==> src/rtl/ui_pkg.sv <==
// rtl/ui_pkg.sv - shared constants and event type for the input event scheduler
package ui_pkg;

  localparam int NUM_BTN         = 4;
  localparam int DEBOUNCE_CYCLES = 16;
  localparam int REPEAT_DELAY    = 64;
  localparam int REPEAT_PERIOD   = 16;

  // Wide enough for the largest legal button count (8).
  localparam int EVT_ID_W = 3;

  // Event ids consumed by the display glue.
  localparam int EVT_COLOR  = 0;
  localparam int EVT_BRIGHT = 1;

  typedef struct packed {
    logic                valid;
    logic                is_repeat;
    logic [EVT_ID_W-1:0] id;
  } evt_t;

endpackage

==> src/rtl/input_event_scheduler_if.sv <==
// rtl/input_event_scheduler_if.sv - valid/ready event channel between scheduler and consumer
interface input_event_scheduler_if #(
  parameter int ID_W = $clog2(ui_pkg::NUM_BTN)
) ();

  logic            evt_valid;
  logic [ID_W-1:0] evt_id;
  logic            evt_repeat;
  logic            evt_ready;

  modport master (output evt_valid, output evt_id, output evt_repeat, input  evt_ready);
  modport slave  (input  evt_valid, input  evt_id, input  evt_repeat, output evt_ready);

endinterface

==> src/rtl/btn_conditioner.sv <==
// rtl/btn_conditioner.sv - per-button synchronizer, debouncer, edge detector and repeat timer
module btn_conditioner #(
  parameter int DEBOUNCE_CYCLES = ui_pkg::DEBOUNCE_CYCLES,
  parameter int REPEAT_DELAY    = ui_pkg::REPEAT_DELAY,
  parameter int REPEAT_PERIOD   = ui_pkg::REPEAT_PERIOD
) (
  input  logic clk,
  input  logic reset,
  input  logic raw,
  output logic stable,
  output logic evt_fire,
  output logic evt_kind
);

  localparam int CNT_W  = $clog2(DEBOUNCE_CYCLES);
  localparam int HOLD_W = $clog2(REPEAT_DELAY);

  logic [1:0]        sync_q;
  logic              sync;
  logic [CNT_W-1:0]  cnt;
  logic              stable_d;
  logic [HOLD_W-1:0] hold;
  logic              press;
  logic              rep_hit;

  assign sync = sync_q[1];

  assign press   = stable & ~stable_d;
  // Reaching REPEAT_DELAY-1 means this edge is the REPEAT_DELAY-th cycle after the press event.
  assign rep_hit = stable & stable_d & (hold == HOLD_W'(REPEAT_DELAY - 1));

  assign evt_fire = press | rep_hit;
  assign evt_kind = rep_hit;

  always_ff @(posedge clk) begin
    if (reset) begin
      sync_q   <= '0;
      cnt      <= '0;
      stable   <= 1'b0;
      stable_d <= 1'b0;
      hold     <= '0;
    end else begin
      sync_q   <= {sync_q[0], raw};
      stable_d <= stable;

      if (sync == stable) begin
        cnt <= '0;
      end else if (cnt == CNT_W'(DEBOUNCE_CYCLES - 1)) begin
        stable <= sync;
        cnt    <= '0;
      end else begin
        cnt <= cnt + CNT_W'(1);
      end

      // Wrapping back by REPEAT_PERIOD keeps the timer bounded while the button stays held.
      if (!stable || press) begin
        hold <= '0;
      end else if (rep_hit) begin
        hold <= HOLD_W'(REPEAT_DELAY - REPEAT_PERIOD);
      end else begin
        hold <= hold + HOLD_W'(1);
      end
    end
  end

endmodule

==> src/rtl/input_event_scheduler.sv <==
// rtl/input_event_scheduler.sv - debounced button events merged and round-robin arbitrated onto one channel
module input_event_scheduler #(
  parameter int NUM_BTN         = ui_pkg::NUM_BTN,
  parameter int DEBOUNCE_CYCLES = ui_pkg::DEBOUNCE_CYCLES,
  parameter int REPEAT_DELAY    = ui_pkg::REPEAT_DELAY,
  parameter int REPEAT_PERIOD   = ui_pkg::REPEAT_PERIOD
) (
  input  logic                     clk,
  input  logic                     reset,
  input  logic [NUM_BTN-1:0]       btn_raw,
  output logic [NUM_BTN-1:0]       btn_stable,
  input_event_scheduler_if.master  evt,
  output logic [NUM_BTN-1:0]       pending,
  output logic                     overrun,
  input  logic                     overrun_clr
);

  localparam int ID_W = $clog2(NUM_BTN);

  logic [NUM_BTN-1:0] fire;
  logic [NUM_BTN-1:0] fire_kind;
  logic [NUM_BTN-1:0] kind;
  logic [NUM_BTN-1:0] clr;
  logic [ID_W-1:0]    last_grant;
  logic [ID_W-1:0]    grant_idx;
  logic [ID_W:0]      cand;
  logic               grant_found;
  logic               load;

  logic               evt_valid_q;
  logic [ID_W-1:0]    evt_id_q;
  logic               evt_repeat_q;

  for (genvar gi = 0; gi < NUM_BTN; gi++) begin : g_btn
    btn_conditioner #(
      .DEBOUNCE_CYCLES (DEBOUNCE_CYCLES),
      .REPEAT_DELAY    (REPEAT_DELAY),
      .REPEAT_PERIOD   (REPEAT_PERIOD)
    ) u_cond (
      .clk      (clk),
      .reset    (reset),
      .raw      (btn_raw[gi]),
      .stable   (btn_stable[gi]),
      .evt_fire (fire[gi]),
      .evt_kind (fire_kind[gi])
    );
  end

  // Search starts just after the last grant; the extra bit lets the sum wrap for non-power-of-two counts.
  always_comb begin
    grant_found = 1'b0;
    grant_idx   = '0;
    cand        = '0;
    for (int k = 1; k <= NUM_BTN; k++) begin
      cand = {1'b0, last_grant} + (ID_W+1)'(k);
      if (cand >= (ID_W+1)'(NUM_BTN)) begin
        cand = cand - (ID_W+1)'(NUM_BTN);
      end
      if (!grant_found && pending[cand[ID_W-1:0]]) begin
        grant_found = 1'b1;
        grant_idx   = cand[ID_W-1:0];
      end
    end
  end

  assign load = (!evt_valid_q || evt.evt_ready) && grant_found;
  assign clr  = load ? (NUM_BTN'(1) << grant_idx) : '0;

  always_ff @(posedge clk) begin
    if (reset) begin
      pending      <= '0;
      kind         <= '0;
      overrun      <= 1'b0;
      last_grant   <= ID_W'(NUM_BTN - 1);
      evt_valid_q  <= 1'b0;
      evt_id_q     <= '0;
      evt_repeat_q <= 1'b0;
    end else begin
      // A fresh event on a bit being granted this cycle survives as a new pending entry.
      pending <= (pending & ~clr) | fire;
      kind    <= (kind & ~fire) | (fire_kind & fire);

      if (|(fire & pending)) begin
        overrun <= 1'b1;
      end else if (overrun_clr) begin
        overrun <= 1'b0;
      end

      if (load) begin
        evt_valid_q  <= 1'b1;
        evt_id_q     <= grant_idx;
        evt_repeat_q <= kind[grant_idx];
        last_grant   <= grant_idx;
      end else if (evt.evt_ready) begin
        evt_valid_q  <= 1'b0;
      end
    end
  end

  assign evt.evt_valid  = evt_valid_q;
  assign evt.evt_id     = evt_id_q;
  assign evt.evt_repeat = evt_repeat_q;

endmodule

==> src/flat_wrapper.sv <==
// flat-port wrapper written by rule: the top's interface ports become plain ports
module input_event_scheduler_flat 
#(
  parameter int NUM_BTN         = ui_pkg::NUM_BTN,
  parameter int DEBOUNCE_CYCLES = ui_pkg::DEBOUNCE_CYCLES,
  parameter int REPEAT_DELAY    = ui_pkg::REPEAT_DELAY,
  parameter int REPEAT_PERIOD   = ui_pkg::REPEAT_PERIOD
)
  (clk, reset, btn_raw, btn_stable, pending, overrun, overrun_clr, evt_evt_valid, evt_evt_id, evt_evt_repeat, evt_evt_ready);
  input_event_scheduler_if #(.ID_W((2))) evt_i ();
  input  logic clk;
  input  logic reset;
  input  logic [NUM_BTN-1:0] btn_raw;
  output logic [NUM_BTN-1:0] btn_stable;
  output logic [NUM_BTN-1:0] pending;
  output logic overrun;
  input  logic overrun_clr;
  output wire logic [$bits(evt_i.evt_valid)-1:0] evt_evt_valid;
  output wire logic [$bits(evt_i.evt_id)-1:0] evt_evt_id;
  output wire logic [$bits(evt_i.evt_repeat)-1:0] evt_evt_repeat;
  input wire logic [$bits(evt_i.evt_ready)-1:0] evt_evt_ready;
  assign evt_evt_valid = evt_i.evt_valid;
  assign evt_evt_id = evt_i.evt_id;
  assign evt_evt_repeat = evt_i.evt_repeat;
  assign evt_i.evt_ready = evt_evt_ready;
  input_event_scheduler #(.NUM_BTN(NUM_BTN), .DEBOUNCE_CYCLES(DEBOUNCE_CYCLES), .REPEAT_DELAY(REPEAT_DELAY), .REPEAT_PERIOD(REPEAT_PERIOD)) u_core (.clk(clk), .reset(reset), .btn_raw(btn_raw), .btn_stable(btn_stable), .evt(evt_i), .pending(pending), .overrun(overrun), .overrun_clr(overrun_clr));
endmodule
==> config.mk <==
export PLATFORM = sky130hd
export DESIGN_NAME = input_event_scheduler_flat
export DESIGN_NICKNAME = d
export VERILOG_FILES = /design/src/rtl/ui_pkg.sv /design/src/rtl/input_event_scheduler_if.sv /design/src/rtl/btn_conditioner.sv /design/src/rtl/input_event_scheduler.sv /design/src/flat_wrapper.sv
export SDC_FILE = /design/constraint.sdc
export NUM_CORES = 1
export LEC_CHECK = 0
export ABC_AREA = 1
export BUFFER_PORTS_ARGS = -buffer_cell sky130_fd_sc_hd__buf_2
export CORE_MARGIN = 4
export CORE_UTILIZATION = 30
export CTS_CLUSTER_SIZE = 8
export DETAILED_ROUTE_END_ITERATION = 7
export PLACE_DENSITY_LB_ADDON = 0.25
export SYNTH_ARGS = -nofsm -noshare
export SYNTH_HDL_FRONTEND = slang
export SYNTH_SLANG_ARGS = --single-unit
==> constraint.sdc <==
create_clock -name clk -period 3.4 [get_ports clk]
set_clock_uncertainty 0.05 [all_clocks]
set_input_delay 0.51 -clock clk [delete_from_list [all_inputs] [get_ports clk]]
set_output_delay 0.51 -clock clk [all_outputs]
set_load 0.03 [all_outputs]
==> flow_metrics.tcl, run 1 <==
set metrics [dict create \
    clkPwrFrac 0.341 \
    start_kind "flop" \
    worst_pin_slew_ps 457 \
    ys_top_cells_by_area "dfxtp_1 47%, nand2_1 8.9%, nor2_1 7.7%" \
    antenna_cells 0 \
    hp-class "input pin to flop" \
    grt_pass1_wl_um 9230 \
    fin_hold_ws_ps 330 \
    cts_resized 0 \
    min_period_over_period 0.553 \
    required_ps 3550 \
    numCtsBuffers 9 \
    dp_hpwl_um 4060 \
    endpoint_kind "flop" \
    wire_per_inst_um 9.70 \
    start_util 0.309 \
    die_h_um 109 \
    cts_sinks 71 \
    die-area_um2 11800 \
    seqPwrFrac 0.524 \
    io_pins 21 \
    viasPerCell 4.30 \
    synth.cell_area_um2 3040 \
    p_leak_nw 1.52 \
    yosysTopAreaCellShare 0.468 \
    fp.dieW_um 109 \
    ys_ff_latch 71 \
    status "complete, no violations" \
    worst_skew_pair.late_latency_ps 330 \
    internal_power_mw 1.22 \
    synth_cells 392 \
    syn2layout_area_growth_pct 12.4 \
    cts-root-buf "clkbuf_8" \
    p_comb_frac 0.135 \
    r2r_cells 9 \
    arrival_ps 2030 \
    clock.fmax_ghz 0.532 \
    syn_avg_cell_area_um2 7.75 \
    hold_viol 0 \
    port_buffers 20 \
    yosysSeqAreaShare 0.468 \
    core_um2 9820 \
    relSlewSlack 0.695 \
    synth_commonest_cells "72 x nand2_1, 71 x dfxtp_1, 62 x nor2_1" \
    drive_gt1_frac 0.132 \
    period_minus_slack_ps 1880 \
    max-cap-violations 0 \
    yosysTopAreaCell "dfxtp_1" \
    drt_wl_total_um 5350 \
    grt_antenna_before_repair 0 \
    grt_max_degree 25 \
    synth-edff-count 0 \
    tns_ps 0 \
    ir_drop_mv 0.236 \
    postCtsHoldBufs 0 \
    crit_fanout 9 \
    num_vias 2368 \
    p_per_area_nw_per_um2 489 \
    yosysMostFrequentCell "nand2_1" \
    grt_pass1_vias 2144 \
    track_usage 0.100 \
    synth_warnings 0 \
    setup_viol 0 \
    p_sw_uw 448 \
    gp_congestion 0.843 \
    final-max-slew-violation-count 0 \
    synthDistinctLibCells 29 \
    dr.first_iter.drc_count 79 \
    drc 0 \
    async_reset_ff_frac 0 \
    overflow 0 \
    synth_flop_cell "dfxtp_1" \
    switching_share 0.268 \
    path_class "flop to flop" \
    hold_depth 3 \
    dp_slack_ps 1540 \
    h-tree-depth 3 \
    final.setup.worst_slack_ps 1520 \
    clk_pin_slew_worst_paths_ps 70 \
    final_nets 431 \
    synthesis.nets 408 \
    dr.pass1.iters 4 \
    ant_nets 0 \
    cts_setup_buffers 0 \
    num_rows 36 \
    cts_buffer_depth 2 \
    rsz0062_at_grt "no" \
    cts_tree "done" \
]
[cells by family after synthesis]
logic type	after synthesis	synth area share
buf+inv	68	0.0939
simple gates	188	0.283
compound gates	41	0.0766
fa+ha+maj	8	0.0330
flops	71	0.468
xor+xnor	16	0.0461
[critical path: stages, from the launching register on]
cell and delay (ps):
dfxtp_1 580, nand2_1 130, nand3_1 120, nand2_1 140, nor2_8 150, nand3_2 100
nand3_2 140, nand2_2 90, o21ai_1 180, a21oi_2 70
[stage by stage]
| step | util | total power, mW | area [µm²] | cells |
|---|---|---|---|---|
| after floorplan | - | 1.08 | 3040 | 392 |
| after global placement | 0.331 | 1.12 | 3250 | 537 |
| after detailed placement | 0.331 | 1.12 | 3250 | 537 |
| after CTS | 0.348 | 1.70 | 3420 | 551 |
| after global routing | 0.348 | 1.77 | 3420 | 551 |
| final | 0.348 | 1.67 | 3420 | 551 |
[routing by layer]
metal | track usage | vias to the layer above | share of wire
li1 | - | 1272 | -
met1 | 0.123 | 1038 | 0.49
met2 | 0.154 | 52 | 0.43
met3 | 0.0438 | 6 | 0.071
met4 | 0.0415 | 0 | 0.016
met5 | 0 | - | 0
[flip-flops by register name, indices dropped and copies added (netlist names), 2 cells and up, named ones only]
register,cells
u_core.g_btn.u_cond.stable_d,4
u_core.g_btn.u_cond.cnt,16
u_core.g_btn.u_cond.sync_q,8
u_core.evt.evt_id,2
u_core.last_grant,2
u_core.pending,4
u_core.g_btn.u_cond.stable,4
u_core.g_btn.u_cond.hold,24
[power by group through the flow]
stage | Combinational [mW] | Sequential [mW] | Clock [mW]
after floorplan | 0.167 | 0.909 | 0
after global placement | 0.228 | 0.896 | 0
after detailed placement | 0.227 | 0.895 | 0
after CTS | 0.227 | 0.876 | 0.600
after global routing | 0.255 | 0.880 | 0.634
final | 0.225 | 0.876 | 0.571
[final cells by class]
class / count / area [µm²]
timing repair buffer: 20 / 100
fill: 1077 / 6400
clock inverter: 1 / 5.00
tap: 133 / 166
sequential: 71 / 1420
inverter: 60 / 233
clock buffer: 13 / 159
multi-input combinational: 253 / 1330
[worst paths after layout]
path	slack, ps	to	startpoint
worst min-delay path	330	u_core.g_btn[3].u_cond.sync_q[0]	btn_raw[3]
worst min register to register	350	u_core.g_btn[2].u_cond.sync_q[1]	u_core.g_btn[2].u_cond.sync_q[0]
worst max-delay path	1520	u_core.pending[3]	u_core.last_grant[0]
worst max register to register	1520	u_core.pending[3]	u_core.last_grant[0]
[cell usage in the layout (no fill, tap or decap), types with 2 or more instances in the layout]
| master | n |
|---|---|
| nor3b_1 | 4 |
| buf_2 | 20 |
| nand2_2 | 8 |
| nand2_4 | 3 |
| clkbuf_1 | 2 |
| nand4_1 | 3 |
| nand3_2 | 3 |
| xor2_1 | 11 |
| o22ai_1 | 2 |
| ha_1 | 8 |
| a21oi_1 | 22 |
| dfxtp_1 | 71 |
| o21ai_1 | 2 |
| nor2_1 | 62 |
| o211ai_1 | 5 |
| nand3_1 | 27 |
| nor3_1 | 4 |
| nand2_1 | 72 |
| inv_2 | 4 |
| inv_1 | 55 |
| xnor2_1 | 5 |
| o21ai_0 | 7 |
| clkbuf_8 | 11 |
(Power assumes the default switching activity.)
==> inputs of run 2 (changes only) <==
==> constraint.sdc (replaced) <==
create_clock -name clk -period 1.54 [get_ports clk]
set_clock_uncertainty 0.05 [all_clocks]
set_input_delay 0.231 -clock clk [delete_from_list [all_inputs] [get_ports clk]]
set_output_delay 0.231 -clock clk [all_outputs]
set_load 0.03 [all_outputs]
==> run 2 against run 1 <==
  * The flow now finishes with violations (negative setup slack)
  * Maximum frequency is 17% higher
  * Highest routed layer unchanged
  * Largest power group unchanged
  * Core utilization is 5.5 points higher
  * Combinational power grew to 3.4 times the previous value
==> flow_metrics.tcl, run 2 (same netlist as run 1, synthesis figures left out) <==
set metrics [dict create \
    status "finished, violations left" \
    violations "negative setup slack" \
    largest_register "u_core.g_btn.u_cond.hold" \
    clock.fmax_ghz 0.623 \
    cts_tree "done" \
    switching_share 0.275 \
    final.setup.worst_slack_ps -65.4 \
    drt_wl_total_um 6050 \
    relSlewSlack 0.717 \
    ir_drop_mv 0.366 \
    crit_family "simple AND/OR/NAND/NOR gates" \
    endpoint_kind "flop" \
    r2r-start "u_core.last_grant[0]" \
    period_minus_slack_ps 1610 \
    seqPwrFrac 0.466 \
    postCtsHoldBufs 0 \
    cp_num_buf_inv 2 \
    dp_hpwl_um 4410 \
    dpl_cell_area_um2 3480 \
    port_buffers 20 \
    grt_max_degree 13 \
    crit_fanout 7 \
    antenna_cells 0 \
    grt_pass1_vias 2511 \
    num_rows 36 \
    dp_cells 564 \
    fin_cells 588 \
    fill_cells 1019 \
    min_from "btn_raw[0]" \
    die-area_um2 11800 \
    tns_ps -328 \
    cts_sinks 71 \
    worst_skew_pair.late_latency_ps 330 \
    dr.pass1.iters 5 \
    start_kind "flop" \
    hp-class "input pin to flop" \
    syn2layout_area_growth_pct 30.3 \
    gp_congestion 0.837 \
    ff_latch_area_um2 1450 \
    worst_pin_slew_ps 424 \
    min_period_over_period 1.04 \
    multiInputGateArea_um2 1540 \
    fin_hold_ws_ps 48.5 \
    dr.first_iter.drc_count 79 \
    critPathMaxStageDelay_ps 350 \
    clkPwrFrac 0.349 \
    p_comb_frac 0.185 \
    final-max-slew-violation-count 0 \
    final_cell_mix "58 x nand2_1, 58 x dfxtp_1, 54 x nor2_1, 53 x inv_1, 33 x buf_4" \
    cts-root-buf "clkbuf_8" \
    postLayoutCellArea_um2 3960 \
    internal_power_mw 2.99 \
    hold_viol 0 \
    drc 0 \
    die_h_um 109 \
    largest_reg_flops 24 \
    ant_nets 0 \
    core_um2 9820 \
    arrival_ps 1780 \
    viasPerCell 4.26 \
    path_class "flop to flop" \
    grt_antenna_before_repair 0 \
    track_usage 0.114 \
    num_vias 2503 \
    overflow 0 \
    h-tree-depth 3 \
    drive_gt1_frac 0.325 \
    start_util 0.309 \
    cts_buffer_depth 2 \
    dp_slack_ps -170 \
    max-cap-violations 0 \
    rsz0062_at_grt "yes" \
    p_leak_nw 1.74 \
    p_per_area_nw_per_um2 1040 \
    numCtsBuffers 9 \
    setup_viol 9 \
    wire_per_inst_um 10.3 \
    fp.dieW_um 109 \
    p_total_mw 4.12 \
    crit_path_cell_trace "buf_12 -> inv_8 -> nand2_2 -> nand2_2 -> nand2_2 -> nand2_4 -> nor2_8 -> nand3_4 -> nand3_4 -> nand2_1 -> nand2_1 -> nor2_1 -> nor2_1 -> nor2_1" \
    grt_pass1_wl_um 10700 \
    clk_pin_slew_worst_paths_ps 70 \
    cp_slowest_cell "dfxtp_2" \
    required_ps 1720 \
    largest_registers "u_core.g_btn.u_cond.hold: 24 flops, u_core.g_btn.u_cond.cnt: 16 flops, u_core.g_btn.u_cond.sync_q: 8 flops" \
    p_sw_mw 1.13 \
    cp-startpoint "u_core.last_grant[0]" \
    io_pins 21 \
    utilization 0.403 \
    final_nets 466 \
]
[run 2: worst paths after layout]
kind	endpoint	slack, ps	cells after the start
max	u_core.evt.evt_repeat	-70	14
min	u_core.g_btn[0].u_cond.sync_q[0]	50	3
max reg2reg	u_core.evt.evt_repeat	-70	14
min reg2reg	u_core.g_btn[2].u_cond.sync_q[1]	350	2
[run 2: what timing repair did]
item                       in CTS  in global routing
pin swaps                       3                  8
gates cloned                    1                  0
gates resized for setup        29                 37
buffers inserted                1                  6
setup endpoints to repair       9                 21
[run 2: worst register-to-register path, cell delays in order, from the launching register on]
cell     delay, ps
dfxtp_2        350
buf_12         130
inv_8           50
nand2_2         50
nand2_2         60
nand2_2        100
nand2_4         80
nor2_8         110
nand3_4         90
nand3_4        130
nand2_1         60
nand2_1         60
nor2_1          40
nor2_1         100
nor2_1          40
[run 2: cell type report]
class	count	area share
Clock buffer	12	0.0367
Sequential cell	71	0.365
Inverter	60	0.0594
Multi-Input combinational cell	253	0.390
Tap cell	133	0.0420
Clock inverter	4	0.0114
Timing Repair inverter	1	0.00221
Timing Repair Buffer	54	0.0929
[run 2: per-layer routing]
layer  global-route usage  vias to the layer above  share of wire
met5                    0                        -              0
met4               0.0460                        0          0.014
met3               0.0320                        8          0.040
met2                0.183                       34           0.45
met1                0.145                     1114           0.49
li1                     -                     1347              -
[run 2: power by group through the flow]
stage | combinational (mW) | clock, mW | sequential (mW)
floorplan | 0.369 | 0 | 2.00
detailed placement | 0.649 | 0 | 1.96
CTS | 0.754 | 1.50 | 1.93
global route | 0.833 | 1.57 | 1.93
finish | 0.761 | 1.44 | 1.92
global placement | 0.648 | 0 | 1.96
